$ cat src/rtl/mem_port_arbiter.sv
`default_nettype none
// ============================================================================
//  Module   : mem_port_arbiter
//  Purpose  : Shares one single-ported memory between instruction fetch (IF)
//             and data memory (DM). DM has priority, IF has a starvation guard,
//             and a hung memory access is aborted after a timeout.
//  Revision : 1.0
// ============================================================================
module mem_port_arbiter #(
    parameter int STARVE_LIMIT = 3,
    parameter int TIMEOUT      = 16
) (
    input  logic        clk,
    input  logic        reset,
    input  logic        if_req,
    input  logic [31:0] if_addr,
    output logic [31:0] if_rdata,
    output logic        if_valid,
    output logic        if_stall,
    input  logic        dm_req,
    input  logic        dm_we,
    input  logic [31:0] dm_addr,
    input  logic [31:0] dm_wdata,
    output logic [31:0] dm_rdata,
    output logic        dm_valid,
    output logic        dm_stall,
    output logic        mem_req,
    output logic        mem_we,
    output logic [31:0] mem_addr,
    output logic [31:0] mem_wdata,
    input  logic [31:0] mem_rdata,
    input  logic        mem_ready,
    output logic        err
);

    localparam int SW = $clog2(STARVE_LIMIT + 1);
    localparam int TW = $clog2(TIMEOUT + 1);
    localparam logic [SW-1:0] c_STARVE_MAX = SW'(STARVE_LIMIT);
    localparam logic [TW-1:0] c_TMO_LAST   = TW'(TIMEOUT - 1);
    localparam logic [31:0]   c_ERR_DATA   = 32'hDEAD_BEEF;

    typedef enum logic [1:0] {
        S_IDLE = 2'd0,
        S_BUSY = 2'd1,
        S_RESP = 2'd2
    } state_t;

    state_t        state_q, state_d;
    logic          owner_dm_q, owner_dm_d;
    logic          mem_req_q, mem_req_d;
    logic          mem_we_q, mem_we_d;
    logic [31:0]   mem_addr_q, mem_addr_d;
    logic [31:0]   mem_wdata_q, mem_wdata_d;
    logic [31:0]   if_rdata_q, if_rdata_d;
    logic [31:0]   dm_rdata_q, dm_rdata_d;
    logic          if_valid_q, if_valid_d;
    logic          dm_valid_q, dm_valid_d;
    logic          err_q, err_d;
    logic [SW-1:0] starve_q, starve_d;
    logic [TW-1:0] tmo_q, tmo_d;
    logic          w_grant_dm;
    logic          w_starved;

    always_ff @(posedge clk or posedge reset) begin
        if (reset) begin
            state_q     <= S_IDLE;
            owner_dm_q  <= 1'b0;
            mem_req_q   <= 1'b0;
            mem_we_q    <= 1'b0;
            mem_addr_q  <= '0;
            mem_wdata_q <= '0;
            if_rdata_q  <= '0;
            dm_rdata_q  <= '0;
            if_valid_q  <= 1'b0;
            dm_valid_q  <= 1'b0;
            err_q       <= 1'b0;
            starve_q    <= '0;
            tmo_q       <= '0;
        end else begin
            state_q     <= state_d;
            owner_dm_q  <= owner_dm_d;
            mem_req_q   <= mem_req_d;
            mem_we_q    <= mem_we_d;
            mem_addr_q  <= mem_addr_d;
            mem_wdata_q <= mem_wdata_d;
            if_rdata_q  <= if_rdata_d;
            dm_rdata_q  <= dm_rdata_d;
            if_valid_q  <= if_valid_d;
            dm_valid_q  <= dm_valid_d;
            err_q       <= err_d;
            starve_q    <= starve_d;
            tmo_q       <= tmo_d;
        end
    end

    always_comb begin
        state_d     = state_q;
        owner_dm_d  = owner_dm_q;
        mem_req_d   = mem_req_q;
        mem_we_d    = mem_we_q;
        mem_addr_d  = mem_addr_q;
        mem_wdata_d = mem_wdata_q;
        if_rdata_d  = if_rdata_q;
        dm_rdata_d  = dm_rdata_q;
        if_valid_d  = 1'b0;
        dm_valid_d  = 1'b0;
        err_d       = err_q;
        starve_d    = starve_q;
        tmo_d       = tmo_q;

        // DM wins a collision until IF has been passed over STARVE_LIMIT times
        w_starved  = (starve_q == c_STARVE_MAX);
        w_grant_dm = dm_req & (~if_req | ~w_starved);

        unique case (state_q)
            S_IDLE: begin
                if (mem_ready) begin
                    err_d = 1'b1;
                end
                if (if_req | dm_req) begin
                    state_d    = S_BUSY;
                    owner_dm_d = w_grant_dm;
                    mem_req_d  = 1'b1;
                    tmo_d      = '0;
                    if (w_grant_dm) begin
                        mem_we_d    = dm_we;
                        mem_addr_d  = {dm_addr[31:2], 2'b00};
                        mem_wdata_d = dm_wdata;
                        if (if_req && !w_starved) begin
                            starve_d = starve_q + SW'(1);
                        end
                    end else begin
                        mem_we_d    = 1'b0;
                        mem_addr_d  = {if_addr[31:2], 2'b00};
                        mem_wdata_d = '0;
                        starve_d    = '0;
                    end
                end
            end
            S_BUSY: begin
                if (mem_ready || tmo_q == c_TMO_LAST) begin
                    state_d    = S_RESP;
                    mem_req_d  = 1'b0;
                    mem_we_d   = 1'b0;
                    dm_valid_d = owner_dm_q;
                    if_valid_d = ~owner_dm_q;
                    if (!mem_ready) begin
                        err_d = 1'b1;
                    end
                    if (owner_dm_q) begin
                        dm_rdata_d = mem_ready ? mem_rdata : c_ERR_DATA;
                    end else begin
                        if_rdata_d = mem_ready ? mem_rdata : c_ERR_DATA;
                    end
                end else begin
                    tmo_d = tmo_q + TW'(1);
                end
            end
            S_RESP: begin
                if (mem_ready) begin
                    err_d = 1'b1;
                end
                state_d = S_IDLE;
            end
            default: begin
                state_d = S_IDLE;
            end
        endcase
    end

    assign if_rdata  = if_rdata_q;
    assign if_valid  = if_valid_q;
    assign if_stall  = if_req & ~if_valid_q;
    assign dm_rdata  = dm_rdata_q;
    assign dm_valid  = dm_valid_q;
    assign dm_stall  = dm_req & ~dm_valid_q;
    assign mem_req   = mem_req_q;
    assign mem_we    = mem_we_q;
    assign mem_addr  = mem_addr_q;
    assign mem_wdata = mem_wdata_q;
    assign err       = err_q;

endmodule
`default_nettype wire

$ cat config.mk
export PLATFORM = sky130hd
export DESIGN_NAME = mem_port_arbiter
export DESIGN_NICKNAME = d
export VERILOG_FILES = /design/src/rtl/mem_port_arbiter.sv
export SDC_FILE = /design/constraint.sdc
export NUM_CORES = 1
export LEC_CHECK = 0
export CORE_MARGIN = 4
export CORE_UTILIZATION = 60
export CTS_CLUSTER_SIZE = 14
export DETAILED_ROUTE_END_ITERATION = 10
export DONT_BUFFER_PORTS = 1
export GPL_ROUTABILITY_DRIVEN = 0
export PLACE_DENSITY = 0.76
export SETUP_SLACK_MARGIN = 0.5
export SLEW_MARGIN = 5
export SYNTH_ARGS = -nofsm -noshare
export SYNTH_HDL_FRONTEND = slang
export SYNTH_SLANG_ARGS = --single-unit
$ cat constraint.sdc
create_clock -name clk -period 6.45 [get_ports clk]
set_clock_uncertainty 0.05 [all_clocks]
set_input_delay 0.3225 -clock clk [delete_from_list [all_inputs] [get_ports clk]]
set_output_delay 0.3225 -clock clk [all_outputs]
set_load 0.05 [all_outputs]
Word level (Yosys, flattened, before mapping)
Index checks and enable logic that the tools add are counted.
W data, S select, Z words.
{ "word_totals": {"regBits": 143, "out_inout_bits": 135} }
{ "op_classes": {"add_sub_neg": 2, "n_eq_ne": 10, "muxes": 25, "bitwise": 10, "reduce_logical": 15} }
{ "op_table": {"columns": ["operator", "count"], "rows": [
  ["$mux W32", 3],
  ["$reduce_and A3 Y1", 5],
  ["$mux W1", 11],
  ["$mux W5", 2],
  ["$pmux W5 S2", 1],
  ["$mux W2", 4],
  ["$ne A2 B2 Y1 const B", 4],
  ["$pmux W1 S2", 3],
  ["$add A5 B1 Y5 const B", 1],
  ["$eq A5 B4 Y1 const B", 1],
  ["$not A1 Y1", 5],
  ["$eq A2 B2 Y1 const B", 2],
  ["$ne A2 B1 Y1 const B", 2],
  ["$pmux W2 S2", 1],
  ["$reduce_and A2 Y1", 2],
  ["$reduce_and A4 Y1", 1],
  ["$reduce_bool A2 Y1", 2],
  ["$and A1 B1 Y1", 3],
  ["$add A2 B1 Y2 const B", 1],
  ["$eq A2 B1 Y1 const B", 1],
  ["$logic_not A2 Y1", 1],
  ["$or A1 B1 Y1", 2],
  ["$reduce_or A2 Y1", 1],
  ["$logic_and A1 B1 Y1", 1],
  ["2 further kinds", 2]
]} }

Depth between registers and ports, before layout
Gate-level depths: netlist (run 1).
{ "logic_depth": {"word_depth": 7, "depth_mapped": 8, "mapped_depth_nobuf": 6} }

Worst setup path before layout (run 1)
No wires, ideal clock.
{ "synth_timing": {"path_type": "register to register", "from": "register tmo_q[0]", "to": "register dm_rdata_q[10], in the netlist dm_rdata[10]", "setup_ns": 0.125, "t_arrival_ns": 1.972, "slack_ns": 4.303, "path_stages_with_launch": 9, "synth_period_minus_slack_ns": 2.147, "path_cell_list": "dfrtp_1 > ha_1 > and3_1 > ha_1 > or2_2 > and3_1 > buf_2 > buf_6 > mux2_2"} }
{ "synth_via": {"elab_chain_cells": 3} }
{ "synth_rtl": {"columns": ["element", "line_no", "text"], "rows": [
  ["start: declaration", "60", "logic [TW-1:0] tmo_q, tmo_d;"],
  ["start signal: assignment", "92", "tmo_q <= tmo_d;"],
  ["$eq A5 B4 Y1", "141", "if (mem_ready || tmo_q == c_TMO_LAST) begin"],
  ["$logic_or A1 B1 Y1", "141", null],
  ["$reduce_and A3 Y1 (no line)", null, null],
  ["end signal: assignment", "87", "dm_rdata_q <= dm_rdata_d;"],
  ["end: declaration", "55", "logic [31:0] dm_rdata_q, dm_rdata_d;"]
]} }
No other way between the ends.
A chain may end at the register's enable or synchronous reset.

Worst setup path in the final report (run 1)
{ "layout_timing": {"from": "register state_q[0]", "to": "register mem_addr_q[31], in the netlist mem_addr[31]"} }
{ "layout_via": {"elab_chain_cells": 2} }
{ "layout_rtl": {"columns": ["element", "line_no", "text"], "rows": [
  ["start: declaration", "48", "state_t state_q, state_d;"],
  ["start signal: assignment", "80", "state_q <= state_d;"],
  ["$logic_not A2 Y1", "115", "unique case (state_q)"],
  ["$reduce_and A2 Y1 (no line)", null, null],
  ["end signal: assignment", "84", "mem_addr_q <= mem_addr_d;"],
  ["end: declaration", "52", "logic [31:0] mem_addr_q, mem_addr_d;"]
]} }
No other way between the ends.

==> results of run 1 <==
-- layer usage --
layer  part of all wire [%]  up-vias  GRT usage [%]
met5                      0        -              0
met4                    2.5        0          10.68
met3                    9.2       36          9.813
met2                     52      219          45.80
met1                     36     2073          31.18
li1                       -     1779              -
-- power by group --
part           total, mW  switching (mW)  internal (mW)
sequential          2.93            1.68           1.26
combinational       1.04           0.426          0.618
clock              0.944           0.411          0.533
-- kinds of logic (layout without fill, tap and decap cells) --
kind of cell / count (synthesis) / count (layout) / synth area share, %
mux: 68 / 68 / 12.93
buf+inv: 41 / 141 / 3.886
other cells: 1 / 2 / 0.06365
fa+ha+maj: 3 / 3 / 0.6371
flops: 141 / 141 / 59.89
simple gates: 87 / 87 / 7.985
compound gates: 105 / 105 / 14.61
-- cells in the mapped netlist (7+ instances only) --
cell type  instances
clkbuf_1          15
dfrtp_1          141
a2bb2oi_1         30
a22o_1            33
and2_1             8
nand2_1           33
mux2_2            65
nand2b_1          21
buf_6              7
buf_2             12
a211oi_1          30
-- cell type report --
type	instances	area (um2)	share of cell area [%]
inverters	5	23.77	0.3176
multi-input cells	265	2168	28.97
well taps	129	161.4	2.156
clock buffers	17	414.1	5.533
flip-flops and latches	141	3528	47.14
repair buffers	104	1026	13.71
clock inverters	15	162.7	2.173
-- registers in the layout, summed over array words and instances (netlist names), 2 cells and up --
signal / flops
tmo_q: 5
mem_addr: 30
state_q: 2
mem_wdata: 32
if_rdata: 32
dm_rdata: 32
starve_q: 2
-- per-stage QoR --
stage	cells	worst slack (ns)	util [%]	hold WS [ns]
6_report	676	3.777	79.50	0.02304
5_1_grt	676	3.658	79.50	0.005765
4_1_cts	676	3.701	79.36	0.001071
3_5_place_dp	546	3.737	62.82	0.2306
3_3_place_gp	546	3.890	62.82	0.2150
2_1_floorplan	447	2.296	-	0.4023
-- critical path, stage by stage (launching register included) --
cell	delay [ns]
dfrtp_1	0.44
or2_1	0.24
buf_4	0.25
nor2_2	0.44
buf_4	0.37
a2bb2oi_1	0.22
dlygate4sd3_1	0.58
-- how the worst max path moves through the flow --
stage                       startpoint                   endpoint  depth (start not counted)
5_1_grt         state_q[0]$_DFFE_PP0P_   mem_addr[31]$_DFFE_PP0P_                          6
2_1_floorplan                    reset    dm_rdata[0]$_DFFE_PP0P_                          1
6_report        state_q[0]$_DFFE_PP0P_   mem_addr[31]$_DFFE_PP0P_                          6
3_3_place_gp   starve_q[0]$_DFFE_PP0P_  mem_wdata[22]$_DFFE_PP0P_                          4
3_5_place_dp   starve_q[0]$_DFFE_PP0P_  mem_wdata[16]$_DFFE_PP0P_                          4
4_1_cts        starve_q[0]$_DFFE_PP0P_    mem_addr[8]$_DFFE_PP0P_                          5
==> run metrics, run 1 <==
Critical Path AT=3.06 ns; via count=4107; Max VDD drop=340.9 uV; design area=7485 um2; initial DRC count=243; crit end category=flip-flop; Reg-to-Reg Start=state_q[0]$_DFFE_PP0P_; die height=107.1 um; Routed wire per std cell=22.78 um; DRC Markers=0; ant diodes=0; Synth Instances=446; CTS tree=built; worst skew pair latency=0.50 ns; share of the yosys chip area belonging to registers=59.89%; top_reg_cell synth=dfrtp_1; Hold Path Stages=2; status=finished, final reports clean; post-CTS sizing=0; first-pass GRT wire length=23940 um; Routed WL=15400 um; clk root buf=clkbuf_8; Post-CTS Setup Bufs=0; asr flop ratio synth=100.0%; Synth area leaders=dfrtp_1 60%, mux2_2 12%, a22o_1 4.9%; critical path type=flip-flop to flip-flop; largest net degree at the start of global routing=82; top cell type's share of synthesized area=59.89%; Synth Register Bits=141; worst r2r path cells=6; total CTS buffers=17; fin crit period=2.673 ns; Post-synth EDFFs=0; setup TNS=0 ns; Syn-to-layout area delta=27.03%; vias in the first global route=4404; mapped cell area=5892 um2; fin crit share=41.44%; HP Class=input port to flip-flop; count of cell types in the netlist=38; H-tree Lvls=4; CTS Buffer Depth=2; most frequent cells in the layout=141 x dfrtp_1, 98 x dlygate4sd3_1, 65 x mux2_2; r2r endpoint=mem_addr[31]$_DFFE_PP0P_; max-cap viol count=0; Worst-Margin Slew=1.133 ns; Worst setup SP type=flip-flop; IO buf count=0; Setup Viol. Count Final=0; leakage power=3.113 nW; Rel. slew slack=24.46%; Core Box Area=9415 um2; post-synth top area cell=dfrtp_1; most common cell after layout, fill and taps aside=dfrtp_1; std cell rows=35; Congestion Overflow GR=0; hold path startpoint=mem_ready; Worst R2R Setup Slack=3.78 ns; power per standard cell area=657.4 nW/um2; fin. max-slew vios=0; unrepaired setup endpoints after global routing=no; Initial Util=62.58%; clk slew on worst S/H paths=0.07 ns; Sink Count=141; layout cells sized above 1=20.66%; WHS Endpoint=if_rdata[15]$_DFFE_PP0P_; Hold Fails Final Rpt=0; Tot GR Track Use=27.02%; Syn Area/Cell=13.21 um2; CTS Hold Bufs=98; Pre-antenna DRT Iters=4; IO Count=269; yosys warns=0; post-DP HPWL=9102 um; vias per std cell=6.075; DP Area=5914 um2; data required time of the worst path=6.84 ns; die width=107.1 um; FMAX=374.1 MHz; filler cell count=500; die area=11470 um2; initial antenna violation count=0; ANT nets after route=0; total power=4.920 mW; Nets=671; crit path max fanout=35
Power figures use the tool's default switching activity.
==> inputs of run 2 (changes only) <==
- CORE_UTILIZATION: 60 -> 57
- PLACE_DENSITY: 0.76 -> 0.75
- clock period: 6.45 -> 2.15 ns (I/O delays scaled with it)
==> run 2 against run 1 <==
The run now fails in clock tree synthesis; synthesized cell count unchanged; synthesized area did not move.
==> run metrics, run 2 <==
count leader, synth=dfrtp_1 (unchanged); post-CTS sizing=15 (was 0); Sink Count=141 (unchanged); IO buf count=0 (unchanged); count of cell types in the netlist=38 (unchanged); IO Count=269 (unchanged); Synth Instances=446 (unchanged); clk root buf=clkbuf_8 (unchanged); H-tree Lvls=4 (unchanged); CTS Buffer Depth=2 (unchanged); Post-CTS Setup Bufs=6 (was 0); top_reg_cell synth=dfrtp_1 (unchanged); error msg=[ERROR RSZ-0060] Max buffer count reached.; Synth Register Bits=141 (unchanged); die width=109.7 um (was 107.1 um); CTS Hold Bufs=121 (was 98); mapped cell area=5892 um2 (unchanged); asr flop ratio synth=100.0% (unchanged); Fail Step=clock tree synthesis; Syn Area/Cell=13.21 um2 (unchanged); Synth top cells by count=141 x dfrtp_1, 65 x mux2_2, 33 x a22o_1, 33 x nand2_1 (unchanged); total CTS buffers=17 (unchanged); status=aborted with a tool error (was finished, final reports clean); Initial Util=59.46% (was 62.58%); yosys warns=0 (unchanged); Post-synth EDFFs=0 (unchanged); std cell rows=36 (was 35); top cell type's share of synthesized area=59.89% (unchanged); Synth area leaders=dfrtp_1 60%, mux2_2 12%, a22o_1 4.9% (unchanged); share of the yosys chip area belonging to registers=59.89% (unchanged); post-DP HPWL=9375 um (was 9102 um); die height=109.7 um (was 107.1 um); post-synth top area cell=dfrtp_1 (unchanged)
-- run 2: cell counts after synthesis --
Identical to the previous run, type by type.
-- run 2: kinds of logic after synthesis --
family                   after synthesis  synth area share, %
adder cells (fa/ha/maj)                3               0.6371
AO/OA/AOI/OAI                        105                14.61
flip-flops                           141                59.89
AND/OR/NAND/NOR                       87                7.985
buffers and inverters                 41                3.886
multiplexers                          68                12.93
other                                  1              0.06365
-- run 2: metrics by stage --
stage          util [%]  cells  instance area (um2)  hold WS [ns]  setup WS, ns
2_1_floorplan         -    447                 6045        0.1873        0.1803
3_3_place_gp      61.78    557                 6122        0.1910       0.07593
3_5_place_dp      61.78    557                 6122        0.1938       0.02988
==> inputs of run 3 (changes only) <==
- CORE_UTILIZATION: 57 -> 40
- CTS_CLUSTER_SIZE: 14 -> default
- PLACE_DENSITY: 0.75 -> default
- PLACE_DENSITY_LB_ADDON: default -> 0.15
- SETUP_SLACK_MARGIN: 0.5 -> default
- clock period: 2.15 -> 2.79 ns (I/O delays scaled with it)
==> run 3 against run 2 <==
The flow now finishes without violations.
==> run metrics, run 3 (same netlist as run 1, synthesis figures left out) <==
status=finished, final reports clean (was aborted with a tool error); post-DP HPWL=9486 um (was 9375 um); CP Buf/Inv Count=2; ANT nets after route=0; Setup Viol. Count Final=0; r2r endpoint=mem_addr[27]$_DFFE_PP0P_; Reg-to-Reg Start=state_q[1]$_DFFE_PP0P_; Pre-antenna DRT Iters=4; data required time of the worst path=3.09 ns; Setup crit end=mem_addr[27]$_DFFE_PP0P_; die width=129.4 um (was 109.7 um); Worst-Margin Slew=1.177 ns; leakage power=3.279 nW; die height=129.4 um (was 109.7 um); critical path type=flip-flop to flip-flop; Routed wire per std cell=20.00 um; vias in the first global route=4577; Max VDD drop=665.3 uV; most frequent cells in the layout=141 x dfrtp_1, 126 x dlygate4sd3_1, 65 x mux2_2; setup TNS=0 ns; die area=16740 um2; CTS tree=built; fin crit share=89.60%; Rel. slew slack=21.52%; Critical Path AT=2.80 ns; Levels on crit path=5; DRC Markers=0; Tot GR Track Use=18.22%; initial DRC count=179; filler cell count=1181; Worst R2R Setup Slack=0.29 ns; fin crit period=2.500 ns; vias per std cell=5.485; clk slew on worst S/H paths=0.06 ns; slowest CP cell=dlygate4sd3_1; Hold Fails Final Rpt=0; HP Class=input port to flip-flop; fin. max-slew vios=0; crit-path cells=or2_1 > nor2_2 > buf_12 > a2bb2oi_1 > dlygate4sd3_1; max-cap viol count=0; Final Util=54.84%; Hold Path Stages=2; Crit path max-delay family=simple AND/OR/NAND/NOR gates; post-CTS sizing=0 (was 15); IO buf count=0 (unchanged); IO Count=269 (unchanged); initial antenna violation count=0; crit end category=flip-flop; Syn-to-layout area delta=34.76%; most common cell after layout, fill and taps aside=dfrtp_1; worst r2r path cells=5; Core Box Area=14480 um2; Sink Count=141 (unchanged); power per standard cell area=1442 nW/um2; Nets=706; std cell rows=44 (was 36); H-tree Lvls=4 (unchanged); Initial Util=40.69% (was 59.46%); via count=4207; layout cells sized above 1=20.62%; CTS Buffer Depth=2 (unchanged); Crit path largest cell delay=0.57 ns; worst skew pair latency=0.41 ns; unrepaired setup endpoints after global routing=no; Worst setup SP type=flip-flop; total CTS buffers=17 (unchanged); FMAX=400.0 MHz; clk root buf=clkbuf_16 (was clkbuf_8); Routed WL=15340 um; Congestion Overflow GR=0; hold path startpoint=if_req; first-pass GRT wire length=23780 um; largest net degree at the start of global routing=77; source of the critical timing path=state_q[1]$_DFFE_PP0P_; crit path max fanout=23
-- run 3: per-stage QoR --
stage / hold WS (ns) / power [mW] / instance area [um2] / cells / setup WS [ns]
final: 0.05580 / 11.45 / 7940 / 767 / 0.2900
after global routing: 0.03875 / 11.94 / 7938 / 766 / 0.1317
after CTS: 0.03321 / 11.49 / 7938 / 766 / 0.3199
after detailed placement: 0.1246 / 8.744 / 6066 / 607 / 0.3216
after global placement: 0.1161 / 8.663 / 6066 / 607 / 0.3448
after floorplan: 0.2193 / 8.197 / 5899 / 447 / 0.6432
-- run 3: repair_timing --
item,in CTS,in global routing
hold buffers,127,0
buffers inserted,0,0
hold endpoints to repair,273,0
-- run 3: routing by layer --
layer	up-vias	wire, um	track usage (%)
met4	0	369	7.474
li1	1863	-	-
met3	29	1479	7.255
met5	-	0	0
met1	2123	5867	20.67
met2	192	7621	30.73
-- run 3: worst min path at each step --
stage | endpoint
finish | starve_q[1]$_DFFE_PP0P_
global route | starve_q[0]$_DFFE_PP0P_
CTS | starve_q[1]$_DFFE_PP0P_
detailed placement | mem_addr[26]$_DFFE_PP0P_
global placement | mem_addr[26]$_DFFE_PP0P_
floorplan | mem_addr[10]$_DFFE_PP0P_
-- run 3: area by class of cell --
cell class              count  area, um2  area share (%)
clock inverters            13      147.6           1.859
flip-flops and latches    141       3528           44.44
inverters                   5      22.52          0.2836
multi-input cells         265       2157           27.17
well taps                 184      230.2           2.899
repair buffers            139       1409           17.74
diodes                      1      2.502         0.03152
clock buffers              19      442.9           5.578
-- run 3: where the power goes --
part	switching [mW]	internal, mW
clock	0.821	1.42
combinational	0.966	1.49
sequential	3.85	2.91
==> inputs of run 4 (changes only) <==
- CAP_MARGIN: default -> 10
- REMOVE_ABC_BUFFERS: default -> 1
==> run 4 against run 3 <==
Via count shrank 2.1%; power grew 0.54%; critical path depth is 1 higher; register-to-register slack improved by 0.08 ns; die area did not move; fmax up 3.2%; sequential power about the same; non-clock buffer count is 1 higher; first-iteration DRC count is 26% lower; largest cell class unchanged.
==> run metrics, run 4 (same netlist as run 1, synthesis figures left out) <==
CTS Hold Bufs=127 (unchanged); IO buf count=0 (unchanged); Worst-Margin Slew=0.9208 ns (was 1.177 ns); most frequent cells in the layout=141 x dfrtp_1, 126 x dlygate4sd3_1, 65 x mux2_2 (unchanged); max-cap viol count=0 (unchanged); Critical Path AT=2.71 ns (was 2.80 ns); Tot GR Track Use=18.49% (was 18.22%); Pre-antenna DRT Iters=4 (unchanged); slowest CP cell=dlygate4sd3_1 (unchanged); critical path type=flip-flop to flip-flop (unchanged); fin crit period=2.422 ns (was 2.500 ns); vias per std cell=5.370 (was 5.485); unrepaired setup endpoints after global routing=no (unchanged); fin crit share=86.83% (was 89.60%); Rel. slew slack=38.49% (was 21.52%); Clk pwr share=19.7% (was 19.5%); post-DP HPWL=9495 um (was 9486 um); Seq pwr share=58.7% (was 59.0%); initial DRC count=132 (was 179); ANT nets after route=0 (unchanged); Initial Util=40.69% (unchanged); crit end category=flip-flop (unchanged); die height=129.4 um (unchanged); DRC Markers=0 (unchanged); Core Box Area=14480 um2 (unchanged); Worst setup SP type=flip-flop (unchanged); Post-CTS Setup Bufs=0 (unchanged); status=finished, final reports clean (unchanged); Routed WL=15480 um (was 15340 um); Setup Viol. Count Final=0 (unchanged); initial antenna violation count=0 (unchanged); layout cells sized above 1=20.58% (was 20.62%); Sink Count=141 (unchanged); ant diodes=0 (was 1); Comb pwr share=21.6% (was 21.4%); CP most frequent cell=buf_4; power per standard cell area=1448 nW/um2 (was 1442 nW/um2); largest net degree at the start of global routing=59 (was 77); die area=16740 um2 (unchanged); clk slew on worst S/H paths=0.06 ns (about the same); crit-path cells=or2_1 > buf_4 > nor2_2 > buf_4 > a2bb2oi_1 > dlygate4sd3_1 (was or2_1 > nor2_2 > buf_12 > a2bb2oi_1 > dlygate4sd3_1); Hold Fails Final Rpt=0 (unchanged); Routed wire per std cell=20.18 um (was 20.00 um); via count=4119 (was 4207); Max VDD drop=599.9 uV (was 665.3 uV); sequential cell area=3528 um2 (unchanged); DP Worst Slack=0.4940 ns (was 0.3216 ns); std cell rows=44 (unchanged); PnR worst setup slack=0.3675 ns (was 0.2900 ns); FMAX=412.8 MHz (was 400.0 MHz); worst skew pair latency=0.40 ns (was 0.41 ns); total CTS buffers=17 (unchanged); Final Util=54.91% (was 54.84%); data required time of the worst path=3.08 ns (was 3.09 ns); footprint of the multi-input gates=2156 um2 (was 2157 um2); Net Switching=5.651 mW (was 5.638 mW); post-CTS sizing=0 (unchanged); CTS tree=built (unchanged); vias in the first global route=4409 (was 4577); filler cell count=1226 (was 1181); leakage power=3.294 nW (was 3.279 nW); Congestion Overflow GR=0 (unchanged); fin. max-slew vios=0 (unchanged); Switching Share=49.09% (was 49.24%); first-pass GRT wire length=24050 um (was 23780 um); Syn-to-layout area delta=34.93% (was 34.76%); Crit path largest cell delay=0.58 ns (was 0.57 ns); die width=129.4 um (unchanged); crit path max fanout=34 (was 23); IO Count=269 (unchanged); H-tree Lvls=4 (unchanged); HP Class=input port to flip-flop (unchanged); most common cell after layout, fill and taps aside=dfrtp_1 (unchanged); clk root buf=clkbuf_16 (unchanged); CTS Buffer Depth=2 (unchanged); Nets=707 (was 706); Internal=5.860 mW (was 5.811 mW)
==> run 4: cell types whose count changed in the layout (fill, tap and decap cells not counted), sizes merged <==
| cell | before | now |
|---|---|---|
| clkbuf | 19 | 20 |
| diode | 1 | 0 |
| inv | 4 | 5 |
| clkinvlp | 4 | 2 |
| buf | 13 | 14 |
==> run 4: worst max-delay path, delay by kind of cell, from the launching register on <==
family	cells	cell delay, ns
compound gates	1	0.20
buf+inv	3	1.19
flops	1	0.42
simple gates	2	0.47
==> run 4: per-layer routing <==
layer  up-vias  part of all wire [%]  track usage [%]
met4         0                   2.3            6.733
met3        27                   7.3            5.853
li1       1853                     -                -
met1      2065                    38            22.03
met5         -                     0                0
met2       174                    52            31.52
==> run 4: layout make-up <==
cell class | instances | share of cell area [%]
Clock buffer | 20 | 5.744
Clock inverter | 12 | 1.810
Inverter | 5 | 0.2990
Multi-Input combinational cell | 265 | 27.12
Sequential cell | 141 | 44.38
Tap cell | 184 | 2.896
Timing Repair Buffer | 140 | 17.75
==> run 4: power groups by stage <==
stage	Sequential (mW)	Combinational (mW)	Clock, mW
after floorplan	6.51	1.57	0
after global placement	6.80	1.86	0
after detailed placement	6.80	1.93	0
after CTS	6.77	2.43	2.34
after global routing	6.86	2.74	2.41
final	6.75	2.49	2.27
==> run 4: final timing paths <==
check	startpoint	endpoint	slack, ns	depth (start not counted)
worst min register to register	tmo_q[2]$_DFFE_PP0P_	tmo_q[2]$_DFFE_PP0P_	0.44	1
worst max-delay path	state_q[0]$_DFFE_PP0P_	mem_addr[21]$_DFFE_PP0P_	0.37	6
worst min-delay path	if_req	starve_q[1]$_DFFE_PP0P_	0.05	2
max in group asynchronous	reset	if_rdata[10]$_DFFE_PP0P_	1.62	3
min in group asynchronous	reset	mem_wdata[9]$_DFFE_PP0P_	0.24	2
worst max register to register	state_q[0]$_DFFE_PP0P_	mem_addr[21]$_DFFE_PP0P_	0.37	6
==> run 4: through the flow <==
stage	setup TNS [ns]	cells	power (mW)	hold WS (ns)	cell area [um2]
2_1_floorplan	-166.53	411	8.082	0.2193	5685
3_3_place_gp	0	607	8.657	0.04131	6041
3_5_place_dp	0	607	8.736	0.04103	6041
4_1_cts	0	766	11.53	0.03158	7923
5_1_grt	0	767	12.02	0.05770	7950
6_report	0	767	11.51	0.05170	7950
